File: config.mk
export PLATFORM = sky130hd
export DESIGN_NAME = mem_port_arbiter
export DESIGN_NICKNAME = d
export VERILOG_FILES = /design/src/rtl/mem_arb_pkg.sv /design/src/rtl/mem_lat_counter.sv /design/src/rtl/mem_port_arbiter.sv
export SDC_FILE = /design/constraint.sdc
export NUM_CORES = 1
export LEC_CHECK = 0
export ABC_AREA = 1
export BUFFER_PORTS_ARGS = -buffer_cell sky130_fd_sc_hd__buf_2
export CORE_AREA = 2 2 103 105
export CTS_BUF_LIST = sky130_fd_sc_hd__clkbuf_4 sky130_fd_sc_hd__clkbuf_8 sky130_fd_sc_hd__clkbuf_16
export CTS_CLUSTER_DIAMETER = 30
export DETAILED_ROUTE_END_ITERATION = 6
export DIE_AREA = 0 0 105 107
export GPL_TIMING_DRIVEN = 0
export PLACE_DENSITY = 0.81
export SLEW_MARGIN = 20
export SYNTH_ARGS = -nofsm -noshare
export SYNTH_HDL_FRONTEND = slang
export SYNTH_SLANG_ARGS = --single-unit
File: constraint.sdc
create_clock -name clk -period 1.5 [get_ports clk]
set_input_delay 0.3 -clock clk [delete_from_list [all_inputs] [get_ports clk]]
set_output_delay 0.3 -clock clk [all_outputs]
set_load 0.05 [all_outputs]
File: src/rtl/mem_arb_pkg.sv
// Shared definitions for the IF/MEM memory-port arbiter.
//   arb_state_e : access sequencer states (IDLE -> ISSUE -> WAIT -> DONE)
//   grant_e     : owner of the current access (fetch or data stage)
//   MAX_MEM_LAT : largest supported fixed read latency
package mem_arb_pkg;

    typedef enum logic [1:0] {
        IDLE  = 2'd0,
        ISSUE = 2'd1,
        WAIT  = 2'd2,
        DONE  = 2'd3
    } arb_state_e;

    typedef enum logic {
        GRANT_IF = 1'b0,
        GRANT_D  = 1'b1
    } grant_e;

    localparam int MAX_MEM_LAT = 15;

endpackage

File: src/rtl/mem_lat_counter.sv
// Latency counter for one memory access.
//   clk, rst : clock, synchronous active-high reset
//   load     : start of access (ISSUE cycle), counter becomes 1
//   enable   : count up by one (WAIT cycles)
//   done     : counter has reached MEM_LAT-1, access completes next cycle
module mem_lat_counter
    import mem_arb_pkg::*;
#(
    parameter int MEM_LAT = 2
) (
    input  logic clk,
    input  logic rst,
    input  logic load,
    input  logic enable,
    output logic done
);

    // One extra count of headroom: the counter may step once past LAST
    // in the cycle it signals done, and must not wrap back onto it.
    localparam int              CNT_W = $clog2(MEM_LAT + 1);
    localparam logic [CNT_W-1:0] LAST = CNT_W'(MEM_LAT - 1);

    if (MEM_LAT < 1 || MEM_LAT > MAX_MEM_LAT) begin : g_bad_lat
        $error("mem_lat_counter: MEM_LAT out of range 1..15");
    end

    logic [CNT_W-1:0] cnt_q, cnt_d;

    always_comb begin
        cnt_d = cnt_q;
        if (load) begin
            cnt_d = CNT_W'(1);
        end else if (enable) begin
            cnt_d = cnt_q + CNT_W'(1);
        end
    end

    always_ff @(posedge clk) begin
        if (rst) begin
            cnt_q <= '0;
        end else begin
            cnt_q <= cnt_d;
        end
    end

    assign done = (cnt_q == LAST);

endmodule

File: src/rtl/mem_port_arbiter.sv
// Arbitrates the IF and MEM pipeline stages onto one single-port memory
// with fixed read latency MEM_LAT.
//   clk, rst                    : clock, synchronous active-high reset
//   if_req/if_addr              : fetch request (level, held until if_valid)
//   if_rdata/if_valid           : fetch data and one-cycle completion pulse
//   d_req/d_we/d_addr/d_wdata   : load/store request (held until d_valid)
//   d_rdata/d_valid             : load data and completion pulse
//   mem_en/mem_we/mem_addr/
//   mem_wdata/mem_rdata         : memory macro interface
//   stall_f/stall_m             : per-stage stalls to the hazard logic
module mem_port_arbiter
    import mem_arb_pkg::*;
#(
    parameter int ADDR_W  = 32,
    parameter int DATA_W  = 32,
    parameter int MEM_LAT = 2
) (
    input  logic              clk,
    input  logic              rst,
    input  logic              if_req,
    input  logic [ADDR_W-1:0] if_addr,
    output logic [DATA_W-1:0] if_rdata,
    output logic              if_valid,
    input  logic              d_req,
    input  logic              d_we,
    input  logic [ADDR_W-1:0] d_addr,
    input  logic [DATA_W-1:0] d_wdata,
    output logic [DATA_W-1:0] d_rdata,
    output logic              d_valid,
    output logic              mem_en,
    output logic              mem_we,
    output logic [ADDR_W-1:0] mem_addr,
    output logic [DATA_W-1:0] mem_wdata,
    input  logic [DATA_W-1:0] mem_rdata,
    output logic              stall_f,
    output logic              stall_m
);

    arb_state_e        state_q, state_d;
    grant_e            owner_q, owner_d;
    grant_e            last_q,  last_d;
    logic [ADDR_W-1:0] addr_q,  addr_d;
    logic              we_q,    we_d;
    logic [DATA_W-1:0] wdata_q, wdata_d;
    logic              pick_d;
    logic              cnt_load, cnt_en, cnt_done;

    mem_lat_counter #(.MEM_LAT(MEM_LAT)) u_lat (
        .clk    (clk),
        .rst    (rst),
        .load   (cnt_load),
        .enable (cnt_en),
        .done   (cnt_done)
    );

    always_comb begin
        state_d  = state_q;
        owner_d  = owner_q;
        last_d   = last_q;
        addr_d   = addr_q;
        we_d     = we_q;
        wdata_d  = wdata_q;
        cnt_load = 1'b0;
        cnt_en   = 1'b0;
        // Data wins alone, or on contention when fetch had the last turn.
        pick_d   = d_req && (!if_req || last_q == GRANT_IF);
        unique case (state_q)
            IDLE: begin
                if (if_req || d_req) begin
                    owner_d = pick_d ? GRANT_D : GRANT_IF;
                    last_d  = pick_d ? GRANT_D : GRANT_IF;
                    addr_d  = pick_d ? d_addr : if_addr;
                    we_d    = pick_d && d_we;
                    wdata_d = pick_d ? d_wdata : '0;
                    state_d = ISSUE;
                end
            end
            ISSUE: begin
                cnt_load = 1'b1;
                state_d  = (MEM_LAT == 1) ? DONE : WAIT;
            end
            WAIT: begin
                cnt_en = 1'b1;
                if (cnt_done) begin
                    state_d = DONE;
                end
            end
            DONE: begin
                state_d = IDLE;
            end
            default: state_d = IDLE;
        endcase
    end

    always_ff @(posedge clk) begin
        if (rst) begin
            state_q <= IDLE;
            owner_q <= GRANT_IF;
            last_q  <= GRANT_IF;
            addr_q  <= '0;
            we_q    <= 1'b0;
            wdata_q <= '0;
        end else begin
            state_q <= state_d;
            owner_q <= owner_d;
            last_q  <= last_d;
            addr_q  <= addr_d;
            we_q    <= we_d;
            wdata_q <= wdata_d;
        end
    end

    // The captured request drives the macro from ISSUE through DONE;
    // mem_en itself is a straight decode of the ISSUE state.
    assign mem_en    = (state_q == ISSUE);
    assign mem_we    = we_q;
    assign mem_addr  = addr_q;
    assign mem_wdata = wdata_q;

    assign if_valid  = (state_q == DONE) && (owner_q == GRANT_IF);
    assign d_valid   = (state_q == DONE) && (owner_q == GRANT_D);
    assign if_rdata  = mem_rdata;
    assign d_rdata   = mem_rdata;

    assign stall_f   = if_req && !if_valid;
    assign stall_m   = d_req  && !d_valid;

endmodule

Yosys cells after proc, flatten, opt, wreduce, memory -nomap -nowiden

Index checks and enable logic that the tools add are counted.
W data, S select, Z words.

Reduce and logical (&&, ||, !) cells: 16
$add $sub $neg: 1
Mux-type cells: 10
Bitwise operators: 1
Equal/unequal tests: 6

Operators by type and width:

| cell                  | count |
|---|---|
| $mux W32              | 2 |
| $pmux W2 S4           | 1 |
| $logic_and A1 B1 Y1   | 6 |
| $mux W1               | 5 |
| $eq A2 B1 Y1 const B  | 2 |
| $eq A2 B2 Y1 const B  | 2 |
| $mux W2               | 2 |
| $ne A2 B2 Y1 const B  | 2 |
| $reduce_and A2 Y1     | 2 |
| $logic_not A1 Y1      | 3 |
| $add A2 B1 Y2 const B | 1 |
| $logic_not A2 Y1      | 1 |
| $logic_or A1 B1 Y1    | 2 |
| $reduce_bool A2 Y1    | 1 |
| $reduce_or A2 Y1      | 1 |
| $not A1 Y1            | 1 |

Output and inout port bits: 134
Input port bits: 133
Register bits: 70
Logic and storage cells: 41

Longest topological paths before layout

Gate-level depths: netlist of the first run.

Depth in word-level cells: 4
Gate-level depth with buffers: 9
Gate-level depth less buffers: 7

By module

A second synthesis of the first run with hierarchy kept.

Cells, all modules: 542
Area total of the unflattened synthesis: 3691.0 um^2

By module, submodules not included:

| module           | sequential area each (um^2) | cells each | area each (um^2) | instances |
|---|---|---|---|---|
| mem_port_arbiter | 1361.3                      | 526        | 3585.9           | 1 |
| mem_lat_counter  | 40.0                        | 16         | 105.1            | 1 |

Least setup slack after synthesis of the first run

Ideal clock, no wire load.

Kind: reg2out
Start point: register state_q[0]
End point: output port stall_f
Path slack: -0.475 ns
Path buffers: 0
Data arrival time: 1.675 ns
Data required time: 1.200 ns
Cell stages (with the launch flop): 5
Path through: dfxtp_1 -> ha_1 -> inv_1 -> nor2_1 -> nor2_1

Cells in the longest elaborated chain, start to end: 4

RTL lines:

| item                   | RTL line                | RTL |
|---|---|---|
| from (decl)            | mem_port_arbiter.sv:39  | `arb_state_e state_q, state_d;` |
| from (signal assigned) | mem_port_arbiter.sv:104 | `state_q <= state_d;` |
| $eq A2 B2 Y1           | mem_port_arbiter.sv:120 | `assign if_valid = (state_q == DONE) && (owner_q == GRANT_IF);` |
| $logic_and A1 B1 Y1    | mem_port_arbiter.sv:120 |  |
| net if_valid           | mem_port_arbiter.sv:23  | `output logic if_valid,` |
| $logic_not A1 Y1       | mem_port_arbiter.sv:125 | `assign stall_f = if_req && !if_valid;` |
| $logic_and A1 B1 Y1    | mem_port_arbiter.sv:125 |  |
| to (decl)              | mem_port_arbiter.sv:35  | `output logic stall_f,` |

The timed path passes the listed nets, and every way through them passes these cells.

Worst setup path after layout of the first run

Start point: register state_q[0]
End point: output port stall_m

Cells in the longest elaborated chain, start to end: 4

RTL lines:

| item                | RTL line                | RTL |
|---|---|---|
| $eq A2 B2 Y1        | mem_port_arbiter.sv:121 | `assign d_valid = (state_q == DONE) && (owner_q == GRANT_D);` |
| $logic_and A1 B1 Y1 | mem_port_arbiter.sv:121 |  |
| $logic_not A1 Y1    | mem_port_arbiter.sv:126 | `assign stall_m = d_req && !d_valid;` |
| $logic_and A1 B1 Y1 | mem_port_arbiter.sv:126 |  |
| to (decl)           | mem_port_arbiter.sv:36  | `output logic stall_m` |

No other way between the ends.

==> results.tsv, run 1 <==
stage	metric	value	unit
clock_network	h-tree-depth	3	
critical_path	crit_start	state_q[0]$_SDFFE_PP0P_	
synth	synth.avg_cell_area	6.86	um2
critical_path	critical_path_arrival	1.23	ns
die	fp.dieArea	11200	um2
sta	worst_clock_skew	0.0100	ns
run_status	status	finished, violations left	
critical_path	worstReg2RegEnd	mem_addr[4]$_SDFFE_PP0P_	
sta	finalSetupViolations	2	
sta	timing_worst_slew_pin_value	0.463	ns
clock_network	tritoncts_clock_tree	yes	
critical_path	worst-path-stages	5	
sta	timing.final.max_slew_violations	0	
place	place.port_buffers	233	
synth	synth_simple_gate_area_share	27.7	%
power	power.leakage	2.95	nW
clock_network	clock_buffer_count_from_cts	9	
grt	first_global_vias	3680	
synth	synth_seq_cells	70	
die	row_count	37	
synth	largest_family_of_logic_cells_by_synthesized_area	simple AND/OR/NAND/NOR gates	
synth	yosys_cell_types	20	
sta	post-route-min-period	1.53	ns
die	die_width	105	um
place	gp_routability_congestion	0.818	
critical_path	cp.required	1.20	ns
grt	number_of_antenna_violations_at_the_first_check_in_global_routing	0	
critical_path	cp_max_fo	4	
critical_path	stage_delay_of_the_slowest_cell_on_the_critical_path	0.37	ns
clock_network	max-clock-path-buffers	2	
cells_and_area	final_layout_size_suffix_gt1_share	46.3	%
detailed_routing	drt_first_pass_iters	4	
cells_and_area	final_stage_net_count	921	
synth	post_synth_inst_count	535	
detailed_routing	drt-total-wl	11.0	mm
hold_path	min_from	d_wdata[27]	
die	die_y	107	um
grt	globalRouteOverflowTotal	0	
power	p_per_area	1760	nW/um2
synth	synth-adder-area-share	2.04	%
die	design.core.area	10100	um2
critical_path	cpMaxStageDelayCell	sky130_fd_sc_hd__dfxtp_4	
detailed_routing	vias_per_cell	4.41	
critical_path	startpoint_of_the_worst_slack_reg_to_reg_timing_path	state_q[0]$_SDFFE_PP0P_	
critical_path	timing.critical_path.from_type	flip-flop	
cells_and_area	fillerInstances	1035	
critical_path	crit_path_buffers_inverters	2	
sta	timing.slew.headroom	69.1	%
critical_path	timing.setup.critical_path_class	reg2out	
hold_path	hold_path_class	in2reg	
clock_network	clock_pin_slew_worst_setup_and_hold_paths	0.08	ns
critical_path	timing.critical_path.to	stall_m	
cells_and_area	syn2layout_area_growth	47.2	%
synth	seq_area_frac_synth	38.2	%
job	drv_cap	0	
synth	synthesized_area_fraction_occupied_by_ao_oa_aoi_and_oai_cells	10.2	%
sta	grt_setup_unrepaired	yes	
clock_network	clock_insertion_delay_worst_skew	0.34	ns
grt	grt_usage	18.9	%
critical_path	rrSetupSlack	0	ns
critical_path	critPathTopFamily	flip-flops	
grt	grt_max_degree	13	
run_status	failing_checks	setup timing	
detailed_routing	dr_total_vias	4074	
clock_network	cts.root.buffer_cell	sky130_fd_sc_hd__clkbuf_8	
detailed_routing	route.antenna.remaining_nets	0	
detailed_routing	detailedRoute.firstIterationViolations	165	
place	dp.final_hpwl	8.60	mm
sta	setup_tns	-0.0604	ns
synth	synth_area	3670	um2
synth	syn_nets	674	
sta	max_freq	652	MHz
synth	synth.area.mux_share	0	%
clock_network	numClockSinks	70	
detailed_routing	routedWlPerCell	11.9	um
detailed_routing	drc_errors	0	
critical_path	cp_cell_sequence	ha_4 -> nand2_2 -> inv_2 -> nor2_4 -> buf_8	
critical_path	reg2reg_depth	10	
power	worst_ir_drop_vdd	0.788	mV
sta	final_min_period_over_clock_period	102	%
grt	grt_pass1_wl	17.3	mm
place	dp_worst_setup_slack	-0.258	ns
sta	hold_viol_final	0	
critical_path	cp-end-kind	output port	
die	floorplan.initialDensity	36.4	%
sta	worst_slack	-0.0341	ns
synth	synth-warning-count	0	
die	ioPinCount	267	
synth	synth_xor_xnor_area_share	0	%
cells_and_area	antenna-diode-count	0	
-- area by class of cell --
type | count | area (um2) | area share, %
multi-input combinational | 324 | 1530 | 28.2
sequential | 70 | 1410 | 26.1
timing repair buffer | 236 | 1240 | 23.0
buffer | 97 | 712 | 13.2
tap | 136 | 170 | 3.15
inverter | 44 | 168 | 3.10
clock buffer | 11 | 139 | 2.57
clock inverter | 5 | 36.3 | 0.671
-- what timing repair did --
item,4_1_cts,5_1_grt
endpoints found under the setup margin,69,65
resized for setup,43,38
setup buffers,3,0
hold buffers,0,0
pin swaps,3,3
-- registers in the layout, indices dropped and copies added, names as in the netlist --
register and count:
u_lat.cnt_q 2, state_q 2, last_q 1, mem_we 1, mem_wdata 32, mem_addr 32
-- layout by cell type, fill, tap and decap left out, types with 4 or more instances in the layout --
| master | Yosys | layout |
|---|---|---|
| sky130_fd_sc_hd__inv_1 | 43 | 39 |
| sky130_fd_sc_hd__a21oi_1 | 37 | 37 |
| sky130_fd_sc_hd__buf_2 | 13 | 232 |
| sky130_fd_sc_hd__clkbuf_2 | 0 | 4 |
| sky130_fd_sc_hd__nand4_1 | 33 | 33 |
| sky130_fd_sc_hd__inv_2 | 1 | 4 |
| sky130_fd_sc_hd__nor2_1 | 103 | 94 |
| sky130_fd_sc_hd__buf_4 | 69 | 73 |
| sky130_fd_sc_hd__nor2_2 | 0 | 7 |
| sky130_fd_sc_hd__dfxtp_1 | 70 | 68 |
| sky130_fd_sc_hd__clkbuf_8 | 0 | 9 |
| sky130_fd_sc_hd__o21ai_0 | 29 | 14 |
| sky130_fd_sc_hd__nand2_1 | 104 | 103 |
| sky130_fd_sc_hd__buf_8 | 0 | 7 |
| sky130_fd_sc_hd__buf_6 | 0 | 5 |
| sky130_fd_sc_hd__clkbuf_1 | 13 | 10 |
| sky130_fd_sc_hd__o21ai_1 | 4 | 18 |
-- per-stage QoR --
stage	std cells	area, um2	utilization, %	hold WS (ns)	total power, mW
finish	923	5400	53.5	0.229	9.52
global route	923	5400	53.5	0.209	10.2
CTS	923	5340	52.9	0.210	9.43
detailed placement	904	5020	49.7	0.450	7.70
global placement	904	5020	49.7	0.446	7.64
floorplan	535	3680	-	0.438	6.49
-- worst min path at each step --
stage,slack (ns),cells past startpoint,endpoint
floorplan,0.44,1,u_lat.cnt_q[0]$_SDFFE_PP0P_
global placement,0.45,2,mem_wdata[11]$_SDFFE_PP0P_
detailed placement,0.45,2,mem_we$_SDFFE_PP0P_
CTS,0.21,3,mem_wdata[7]$_SDFFE_PP0P_
global route,0.21,3,mem_wdata[27]$_SDFFE_PP0P_
finish,0.23,3,mem_wdata[27]$_SDFFE_PP0P_
-- tightest hold or removal path, cell delays in order --
cell                      delay, ns
sky130_fd_sc_hd__buf_2         0.10
sky130_fd_sc_hd__nand4_1       0.07
sky130_fd_sc_hd__a21oi_1       0.06
-- power by group --
group / switching (mW) / leakage, nW / internal, mW
clock: 0.719 / 0.0941 / 0.641
sequential: 0.290 / 0.578 / 2.39
combinational: 3.82 / 2.28 / 1.66
-- Yosys cell counts (all sizes together) --
library cell / count / area share, %
nand2: 106 / 11
nor2: 104 / 11
buf: 84 / 16
dfxtp: 70 / 38
inv: 44 / 4.5
a21oi: 37 / 5.0
o21ai: 34 / 4.7
nand4: 33 / 5.6
clkbuf: 13 / 1.3
ha: 6 / 2.0
nand3: 2 / 0.27
a31oi: 1 / 0.17
o211ai: 1 / 0.20
-- layer usage --
metal	GRT usage, %	routed length [um]	part of all wire [%]	vias to the layer above
li1	-	-	-	2120
met1	22.9	4530	41	1769
met2	32.8	5420	49	176
met3	4.92	951	8.6	9
met4	5.90	96	0.87	0
met5	0	0	0	-
-- logic make-up after synthesis --
logic type      Yosys count
compound gates           73
fa+ha+maj                 6
buf+inv                 141
flops                    70
simple gates            245
No activity file was read; power rests on OpenSTA's default activity.
==> run 2: changes to the inputs <==
Settings changed: PLACE_DENSITY 0.81 to 0.74.
==> run 2 against run 1 <==
The run still ends with setup timing left; worst hold slack better by 0.0039 ns; critical path depth is the same; non-clock buffer count up 4.
==> results.tsv, run 2 (synthesis results as in run 1) <==
stage	metric	value	unit	change
sta	post-route-min-period	1.55	ns	was 1.53 ns
sta	timing.final.max_slew_violations	0		unchanged
grt	globalRouteOverflowTotal	0		unchanged
hold_path	hold_path_class	in2reg		unchanged
sta	max_freq	645	MHz	was 652 MHz
critical_path	timing.critical_path.from_type	flip-flop		unchanged
detailed_routing	vias_per_cell	4.39		was 4.41
die	fp.dieArea	11200	um2	unchanged
power	power.leakage	2.99	nW	was 2.95 nW
clock_network	numClockSinks	70		unchanged
cells_and_area	final_stage_net_count	925		was 921
die	row_count	37		unchanged
critical_path	cp_cell_sequence	ha_4 -> nand2_2 -> inv_2 -> nor2_4 -> buf_8		unchanged
cells_and_area	syn2layout_area_growth	49.0	%	was 47.2%
critical_path	critical_path_arrival	1.25	ns	was 1.23 ns
run_status	status	finished, violations left		unchanged
die	die_y	107	um	unchanged
die	design.core.area	10100	um2	unchanged
sta	timing_worst_slew_pin_value	0.526	ns	was 0.463 ns
place	place.port_buffers	233		unchanged
detailed_routing	drt_first_pass_iters	4		unchanged
die	floorplan.initialDensity	36.4	%	unchanged
clock_network	h-tree-depth	3		unchanged
die	die_width	105	um	unchanged
place	dp.final_hpwl	8.48	mm	was 8.60 mm
detailed_routing	dr_total_vias	4069		was 4,074
cells_and_area	antenna-diode-count	0		unchanged
sta	hold_viol_final	0		unchanged
run_status	failing_checks	setup timing		unchanged
die	ioPinCount	267		unchanged
grt	number_of_antenna_violations_at_the_first_check_in_global_routing	0		unchanged
detailed_routing	drt-total-wl	11.2	mm	was 11.0 mm
power	worst_ir_drop_vdd	0.936	mV	was 0.788 mV
critical_path	cp-end-kind	output port		unchanged
sta	worst_clock_skew	0.00541	ns	was 0.0100 ns
grt	first_global_vias	3828		was 3,680
detailed_routing	detailedRoute.firstIterationViolations	133		was 165
place	gp_routability_congestion	0.798		was 0.818
grt	grt_usage	19.7	%	was 18.9%
cells_and_area	final_layout_size_suffix_gt1_share	46.1	%	was 46.3%
sta	worst_slack	-0.0504	ns	was -0.0341 ns
clock_network	max-clock-path-buffers	2		unchanged
critical_path	cp_max_fo	4		unchanged
job	drv_cap	0		unchanged
sta	finalSetupViolations	2		unchanged
sta	setup_tns	-0.0873	ns	was -0.0604 ns
detailed_routing	drc_errors	0		unchanged
clock_network	post_cts_hold_buffer_count	0		unchanged
clock_network	clock_buffer_count_from_cts	9		unchanged
cells_and_area	layout.cells.most_common_list	sky130_fd_sc_hd__buf_2 (232), sky130_fd_sc_hd__nand2_1 (103), sky130_fd_sc_hd__nor2_1 (98)		was sky130_fd_sc_hd__buf_2 (232), sky130_fd_sc_hd__nand2_1 (103), sky130_fd_sc_hd__nor2_1 (94)
clock_network	tritoncts_clock_tree	yes		unchanged
clock_network	clock_pin_slew_worst_setup_and_hold_paths	0.08	ns	about the same
critical_path	cp.required	1.20	ns	about the same
cells_and_area	final_common_cell	sky130_fd_sc_hd__buf_2		unchanged
grt	grt_max_degree	12		was 13
critical_path	timing.setup.critical_path_class	reg2out		unchanged
detailed_routing	route.antenna.remaining_nets	0		unchanged
sta	grt_setup_unrepaired	yes		unchanged
place	place.detailed.instances	904		unchanged
power	p_per_area	1810	nW/um2	was 1760 nW/um2
cells_and_area	post_layout_cell_count	926		was 923
grt	grt_pass1_wl	18.0	mm	was 17.3 mm
clock_network	clock_insertion_delay_worst_skew	0.33	ns	was 0.34 ns
clock_network	cts.root.buffer_cell	sky130_fd_sc_hd__clkbuf_8		unchanged
critical_path	stage_delay_of_the_slowest_cell_on_the_critical_path	0.37	ns	about the same
sta	final_min_period_over_clock_period	103	%	was 102%
sta	timing.slew.headroom	65.0	%	was 69.1%
detailed_routing	routedWlPerCell	12.1	um	was 11.9 um
critical_path	cpMaxStageDelayCell	sky130_fd_sc_hd__dfxtp_4		unchanged
## run 2: path summary, 6_finish.rpt
check                                           startpoint  slack, ns  cells past startpoint                          to
worst min-delay path                           d_wdata[13]       0.23                      3  mem_wdata[13]$_SDFFE_PP0P_
worst max-delay path               state_q[0]$_SDFFE_PP0P_      -0.05                      5                     stall_m
worst max register to register     state_q[0]$_SDFFE_PP0P_       0.06                     10   mem_addr[15]$_SDFFE_PP0P_
worst min register to register  mem_wdata[21]$_SDFFE_PP0P_       0.46                      2  mem_wdata[21]$_SDFFE_PP0P_
## run 2: through the flow
step	hold WS (ns)	cell area [um2]	power, mW	worst slack (ns)	util, %
finish	0.233	5470	9.91	-0.0504	54.2
global placement	0.448	5020	7.68	-0.350	49.7
detailed placement	0.451	5020	7.70	-0.339	49.7
global route	0.217	5470	10.6	-0.108	54.2
CTS	0.210	5360	9.74	-0.0633	53.1
floorplan	0.438	3680	6.49	-0.0625	-
## run 2: critical path, delay by kind of cell (launching register included)
kind | cells | cell delay, ns
adders and majority gates | 1 | 0.16
DFF | 1 | 0.37
and+or+nand+nor | 2 | 0.18
buffers and inverters | 2 | 0.20
## run 2: final cells by class
cell class	instances	area (um2)
inverters	44	165
clock inverters	5	75.1
flip-flops and latches	70	1410
fillers	1049	4620
well taps	136	170
repair buffers	241	1270
clock buffers	10	131
multi-input cells	324	1530
plain buffers	96	713
## run 2: power breakdown
part	total (mW)	internal, mW	leakage [nW]	switching [mW]
combinational	5.60	1.74	2.30	3.86
sequential	2.68	2.39	0.578	0.292
clock	1.63	0.938	0.109	0.694
total	9.91	5.07	2.99	4.85
## run 2: per-layer routing
layer	vias to the layer above	part of all wire (%)	global-route usage [%]
met5	-	0	0
li1	2126	-	-
met3	5	10	7.11
met2	176	49	34.4
met4	0	0.74	5.43
met1	1762	41	22.9
## run 2: what timing repair did
action | in CTS | in global routing
buffers inserted | 7 | 0
pin swaps | 2 | 4
resized for setup | 56 | 37
hold endpoints to repair | 0 | 0
endpoints found under the setup margin | 69 | 69
gates cloned | 0 | 1
